**src/rtl/jtframe_prog_buf.sv**
```systemverilog
// Buffers ROM download bytes in a small FIFO and replays them onto the SDRAM
// programming port as byte-lane writes, holding dwnld_busy until all are committed.
module jtframe_prog_buf #(
    parameter int unsigned DEPTH  = 8,
    parameter int unsigned HEADER = 0,
    parameter int unsigned SWAB   = 0,
    parameter int unsigned AW     = 22
) (
    input  logic          clk_rom,
    input  logic          rst_n,
    input  logic          downloading,
    input  logic [AW-1:0] ioctl_addr,
    input  logic [7:0]    ioctl_data,
    input  logic          ioctl_wr,
    output logic [AW-1:0] prog_addr,
    output logic [7:0]    prog_data,
    output logic [1:0]    prog_mask,
    output logic          prog_we,
    input  logic          prog_rdy,
    output logic          dwnld_busy,
    output logic          overflow
);

    localparam int unsigned PW = $clog2(DEPTH);

    typedef struct packed {
        logic [AW-1:0] addr;
        logic [7:0]    data;
    } entry_t;

    typedef enum logic {
        ST_IDLE  = 1'b0,
        ST_WRITE = 1'b1
    } state_t;

    entry_t        mem_q [DEPTH];
    logic [PW:0]   wr_ptr_q, rd_ptr_q;
    entry_t        head_c;
    logic          hdr_ok_c, push_req_c, push_c, pop_c, drop_c;
    logic          empty_c, full_c, lane_c;
    logic          dl_q, overflow_q;

    state_t        state_q, state_d;
    logic [AW-1:0] prog_addr_q, prog_addr_d;
    logic [7:0]    prog_data_q, prog_data_d;
    logic [1:0]    prog_mask_q, prog_mask_d;
    logic          prog_we_q, prog_we_d;

    // Header bytes are skipped; a zero-length header accepts every address.
    generate
        if (HEADER == 0) begin : g_nohdr
            assign hdr_ok_c = 1'b1;
        end else begin : g_hdr
            assign hdr_ok_c = (ioctl_addr >= AW'(HEADER));
        end
    endgenerate

    assign empty_c    = (wr_ptr_q == rd_ptr_q);
    assign full_c     = (wr_ptr_q[PW-1:0] == rd_ptr_q[PW-1:0]) && (wr_ptr_q[PW] != rd_ptr_q[PW]);
    assign head_c     = mem_q[rd_ptr_q[PW-1:0]];
    assign push_req_c = ioctl_wr & downloading & hdr_ok_c;
    assign pop_c      = (state_q == ST_IDLE) & ~empty_c;
    assign push_c     = push_req_c & (~full_c | pop_c);
    assign drop_c     = push_req_c & full_c & ~pop_c;
    assign lane_c     = head_c.addr[0] ^ 1'(SWAB);

    // Storage needs no reset: pointers alone define validity.
    always_ff @(posedge clk_rom) begin
        if (push_c) begin
            mem_q[wr_ptr_q[PW-1:0]] <= '{addr: ioctl_addr - AW'(HEADER), data: ioctl_data};
        end
    end

    always_ff @(posedge clk_rom or negedge rst_n) begin
        if (!rst_n) begin
            wr_ptr_q   <= '0;
            rd_ptr_q   <= '0;
            dl_q       <= 1'b0;
            overflow_q <= 1'b0;
        end else begin
            dl_q <= downloading;
            if (push_c) wr_ptr_q <= wr_ptr_q + (PW+1)'(1);
            if (pop_c)  rd_ptr_q <= rd_ptr_q + (PW+1)'(1);
            if (drop_c) begin
                overflow_q <= 1'b1;
            end else if (downloading && !dl_q) begin
                overflow_q <= 1'b0;
            end
        end
    end

    always_ff @(posedge clk_rom or negedge rst_n) begin
        if (!rst_n) begin
            state_q     <= ST_IDLE;
            prog_addr_q <= '0;
            prog_data_q <= '0;
            prog_mask_q <= 2'b11;
            prog_we_q   <= 1'b0;
        end else begin
            state_q     <= state_d;
            prog_addr_q <= prog_addr_d;
            prog_data_q <= prog_data_d;
            prog_mask_q <= prog_mask_d;
            prog_we_q   <= prog_we_d;
        end
    end

    // Write handshake: hold the request until the SDRAM acknowledges it.
    always_comb begin
        state_d     = state_q;
        prog_addr_d = prog_addr_q;
        prog_data_d = prog_data_q;
        prog_mask_d = prog_mask_q;
        prog_we_d   = prog_we_q;
        case (state_q)
            ST_IDLE: begin
                if (!empty_c) begin
                    state_d     = ST_WRITE;
                    prog_we_d   = 1'b1;
                    prog_addr_d = {1'b0, head_c.addr[AW-1:1]};
                    prog_data_d = head_c.data;
                    prog_mask_d = lane_c ? 2'b01 : 2'b10;
                end
            end
            ST_WRITE: begin
                if (prog_rdy) begin
                    state_d     = ST_IDLE;
                    prog_we_d   = 1'b0;
                    prog_mask_d = 2'b11;
                end
            end
            default: begin
                state_d = ST_IDLE;
            end
        endcase
    end

    assign prog_addr  = prog_addr_q;
    assign prog_data  = prog_data_q;
    assign prog_mask  = prog_mask_q;
    assign prog_we    = prog_we_q;
    assign overflow   = overflow_q;
    assign dwnld_busy = downloading | ~empty_c | prog_we_q;

endmodule
```
**config.mk**
```make
export PLATFORM = sky130hd
export DESIGN_NAME = jtframe_prog_buf
export DESIGN_NICKNAME = d
export VERILOG_FILES = /design/src/rtl/jtframe_prog_buf.sv
export SDC_FILE = /design/constraint.sdc
export NUM_CORES = 1
export LEC_CHECK = 0
export ABC_AREA = 1
export CELL_PAD_IN_SITES_DETAIL_PLACEMENT = 1
export CELL_PAD_IN_SITES_GLOBAL_PLACEMENT = 2
export CORE_UTILIZATION = 44
export CTS_BUF_LIST = sky130_fd_sc_hd__clkbuf_2
export DETAILED_ROUTE_END_ITERATION = 16
export GPL_ROUTABILITY_DRIVEN = 1
export PLACE_DENSITY_LB_ADDON = 0.1
export SYNTH_ARGS = -nofsm -noshare
export SYNTH_HDL_FRONTEND = slang
export SYNTH_SLANG_ARGS = --single-unit
```
**constraint.sdc**
```tcl
create_clock -name clk_rom -period 8.85 [get_ports clk_rom]
set_clock_uncertainty 0.1 [all_clocks]
set_input_delay 1.77 -clock clk_rom [delete_from_list [all_inputs] [get_ports clk_rom]]
set_output_delay 1.77 -clock clk_rom [all_outputs]
set_load 0.005 [all_outputs]
```
# [After elaboration in Yosys (flattened, before gate mapping)]
# Memories as Yosys holds them, arrays and structs flattened.
# Cells that the tools add are included.
# W data, S select, Z words.
[word_totals] ff_bits=43 ramBits=240 inputBits=35 output_inout_bits=35 mem_count=1
[memory_table] name="mem_q" depth=8 word_bits=30 rd=1 rd_clocked_by_memory_dff=0 write_ports=1 line="36" text="entry_t mem_q [DEPTH];"
[classes] n_addsub=2 n_eq_ne=5 mux=14 n_bitwise=12 n_reduce_logical=6
[ops] operator="$add A4 B1 Y4 const B" count=2
[ops] operator="$mux W1" count=8
[ops] operator="$mux W2" count=3
[ops] operator="$and A1 B1 Y1" count=5
[ops] operator="$eq A4 B4 Y1" count=1
[ops] operator="$ne A2 B2 Y1 const B" count=2
[ops] operator="$not A1 Y1" count=4
[ops] operator="$pmux W1 S2" count=2
[ops] operator="$pmux W2 S2" count=1
[ops] operator="$reduce_and A2 Y1" count=2
[ops] operator="$eq A3 B3 Y1" count=1
[ops] operator="$or A1 B1 Y1" count=3
[ops] operator="$logic_and A1 B1 Y1" count=2
[ops] operator="$reduce_bool A2 Y1" count=1
[ops] operator="$logic_not A1 Y1" count=1
[ops] operator="$ne A1 B1 Y1" count=1

# [Depth between registers and ports, before layout]
[depth] word_depth=7 mapped_depth=11 mapped_depth_nobuf=9

# [Least setup slack after synthesis]
# No wires, ideal clock.
[synth_path] kind="input -> register" from="input port downloading" to="memory mem_q[2][0] in the netlist's numbering, enable pin" t_arrival_ps=3375 required_ps=8333 setup_slack_ps=4958 path_stages=4 path_cell_list="nand2_1 inv_1 nand3_1 nor2_1"
[synth_via] elab_chain_cells=4
[synth_rtl] element="from (decl)" line="11" text="input logic downloading,"
[synth_rtl] element="$and A1 B1 Y1" line="61" text="assign push_req_c = ioctl_wr & downloading & hdr_ok_c;"
[synth_rtl] element="$and A1 B1 Y1" line="63" text="assign push_c = push_req_c & (~full_c | pop_c);"
[synth_rtl] element="$mux W1" line="69" text="if (push_c) begin"
[synth_rtl] element="$mux W1 (not written as such)" line="70" text="mem_q[wr_ptr_q[PW-1:0]] <= '{addr: ioctl_addr - AW'(HEADER), data: ioctl_data};"
[synth_rtl] element="to (decl)" line="36"
# No other way between the ends.

# [Worst setup path in the final report]
[layout_path] from="register rd_ptr_q[0]" to="output port dwnld_busy"
[layout_via] elab_chain_cells=4
[layout_rtl] element="from (decl)" line="37" text="logic [PW:0] wr_ptr_q, rd_ptr_q;"
[layout_rtl] element="from (signal assigned)" line="83" text="if (pop_c) rd_ptr_q <= rd_ptr_q + (PW+1)'(1);"
[layout_rtl] element="$eq A4 B4 Y1" line="58" text="assign empty_c = (wr_ptr_q == rd_ptr_q);"
[layout_rtl] element="$not A1 Y1 (no source line)"
[layout_rtl] element="$or A1 B1 Y1 (2 in a row)" line="143" text="assign dwnld_busy = downloading | ~empty_c | prog_we_q;"
[layout_rtl] element="to (decl)" line="20" text="output logic dwnld_busy,"
# No other way between the ends.

==> metrics.cfg <==
[synth]
synth-seq-cells = 283
post-synth-top-count-cell = nand2_1
yosys_warnings = 0
syn_area_per_cell_sq_um = 10.9
synth_compound_area_share_pct = 1.60
synthMuxAreaShare_pct = 0
synth_top_area_share_pct = 62.0
synth_xor_area_share_pct = 0.301
syn_nets = 1106
ys_top_cells_by_area = edfxtp_1, nand2_1, dfrtp_1
synthCells = 1069
ys_seq_area_share_pct = 71.2
synth_top_area_cell = edfxtp_1
ys.flop_type = edfxtp_1
async_flop_share_pct = 15.2
synth_top_family_by_area = simple AND/OR/NAND/NOR gates
ys_types = 32
synthesis.area_sq_um = 11600
ys_top_cells_by_count = nand2_1, edfxtp_1, nand3_1
post_synth_and_or_nand_nor_area_fraction_pct = 20.8
synthAdderAreaFrac_pct = 0.215
synth_edf_count = 240

[clock_tree]
cts.path.max_buffers = 3
cts-buffers-inserted = 74
cts_sinks = 283
cts_tree = yes
hold_buffers = 0
cts_root_buffer = clkbuf_2
clk_pin_slew_worst_paths_ps = 90
cts-resized-gates = 0
clk_latency_ps = 810
htreeDepth = 3
post_cts_buffers = 0

[setup_path]
crit_path_end_kind = output port
cpPeakStageDelay_ps = 730
cp.arrival_ps = 3260
critical_path.slowest_cell = dfrtp_4
worstSetupStartpointType = flip-flop
crit_required_ps = 6980
critPathTopFamily = buffers and inverters
path_max_fanout = 49
reg2reg_slack_ps = 5290
cp_num_buf_inv = 2
timing.critical_path.cells = clkinv_2 -> nand2_1 -> nand2_1 -> nor2_4 -> nand4_1 -> clkdlybuf4s50_1
crit_top_cell = nand2_1
path_class = reg -> out

[power]
power_frac_clock_pct = 24.2
peakVddDrop_mv = 0.292
p_leak_nw = 5.53
switching_share_pct = 36.8
p_comb_share_pct = 32.3
p_switching_w = 0.00147
power_density_nw_per_um2 = 300
p_int_w = 0.00252
seq_power_share_pct = 43.5

[grt]
antenna_found_initial = 1
grt_usage_pct = 20.1
grt_pass1_vias = 7983
grt_max_degree = 86
grt_pass1_wl_mm = 41.1
overflow = 0

[final_layout]
nets = 1203
finalNonFillerCells = 1558
layout-drive-gt1-share_pct = 12.3
areaGrowthSynthToFinish_pct = 14.1

[detailed_routing]
via_per_inst = 4.86
drt_wl_total_mm = 25.7
drt-initial-drc-count = 324
drcViolationCount = 0
dr.pass1.iters = 4
vias = 7578
drtAntennaViolNets = 0
wire_per_inst_um = 16.5

[sta]
min_period_ps = 5130
finalCritPeriodShare_pct = 57.9
rsz0062_at_grt = no
slew_headroom_pct = 22.5
layout_setup_ws_ps = 3720
maxSlewViolCount = 0
finalSetupTns_ps = 0
worst_pin_slew_ps = 1160
setup_viol_count_final = 0
fin_hold_ws_ps = 382
hold_violations = 0
clock.fmax_mhz = 195

[worst_hold_path]
hold_class = reg -> reg

[placed_design]
gp_congestion = 0.703
post-dp-hpwl_mm = 14.3
place_inst = 1425
pre_cts_ws_ps = 4040
portBuffers = 68

[floorplanning]
die_h_um = 165
die_w_um = 165
core_sq_um = 26000
initial_core_util_pct = 44.8
io_pins = 70
num_rows = 59
die-area_sq_um = 27100

[run_status]
status = finished clean

[job]
drv_cap = 0

==> worst paths after layout <==
path | from | to | cells after the start
setup / recovery | rd_ptr_q[0] | dwnld_busy | 6
hold / removal | prog_mask[0] | prog_mask[0] | 2
setup reg to reg | rd_ptr_q[1] | mem_q[6][6] | 8
hold reg to reg | prog_mask[0] | prog_mask[0] | 2
max in group asynchronous | rst_n | rd_ptr_q[0] | 2
min in group asynchronous | rst_n | prog_addr[14] | 2
==> metal layers <==
metal  up-vias  GRT usage (%)  share of wire, %
met5         -              0                 0
met4         0           6.30               1.5
met3        42           4.50               4.3
met2       145           35.7                50
met1      3655           24.2                44
li1       3736              -                 -
==> sequential cells by signal, summed over array words and instances, names as in the netlist <==
signal and flops:
prog_addr 21, rd_ptr_q 4, prog_mask 2, wr_ptr_q 4, mem_q 240, dl_q 1, prog_data 8, state_q 1
overflow 1, prog_we 1
==> cells in the final DEF, fill, tap and decap left out, types with 2 or more instances in the layout <==
cell and instances:
buf_4 5, bufinv_16 4, clkbuf_2 111, clkdlybuf4s50_1 67, clkinv_1 14, clkinv_2 2
dfrtp_1 40, dfstp_2 2, edfxtp_1 240, ha_1 2, inv_1 95, inv_2 4
nand2_1 443, nand2_2 2, nand3_1 126, nor2_1 6, nor2_4 9, o21ai_0 22
o21ai_1 9, o21ai_2 3, xor2_1 3
==> power groups by stage <==
stage / logic (W) / clock network (W) / registers, W
after floorplan: 0.000917 / 0 / 0.00172
after global placement: 0.00129 / 0 / 0.00176
after detailed placement: 0.00132 / 0 / 0.00177
after CTS: 0.00133 / 0.00101 / 0.00174
after global routing: 0.00149 / 0.00106 / 0.00176
final: 0.00129 / 0.000966 / 0.00173
==> logic make-up (layout without fill, tap and decap cells) <==
kind of cell | after synthesis | after routing
AOI/OAI and AO/OA | 35 | 35
buffers and inverters | 152 | 305
DFF | 283 | 283
adders and majority gates | 2 | 2
and+or+nand+nor | 592 | 592
other | 1 | 2
xor gates and xnor gates | 4 | 4
==> final cells by class <==
cell class | count | area (sq um)
fillers | 2857 | 12700
flip-flops and latches | 283 | 8290
multi-input cells | 634 | 2730
repair buffers | 73 | 713
clock buffers | 111 | 556
well taps | 335 | 419
inverters | 100 | 379
clock inverters | 21 | 189
diodes | 1 | 2.50
==> per-stage QoR <==
stage	util (%)	power, W	area, sq um
global placement	48.2	0.00305	12500
floorplan	-	0.00264	11600
finish	51.1	0.00398	13300
detailed placement	48.2	0.00309	12500
CTS	51.1	0.00407	13300
global route	51.1	0.00430	13300
==> worst min-delay path: cells and delay by family, from the launching register on <==
| kind | cells | cell delay [ps] |
|---|---|---|
| flip-flops | 1 | 380 |
| AND/OR/NAND/NOR | 2 | 110 |
Note: power is estimated with default switching activity, not from simulation.
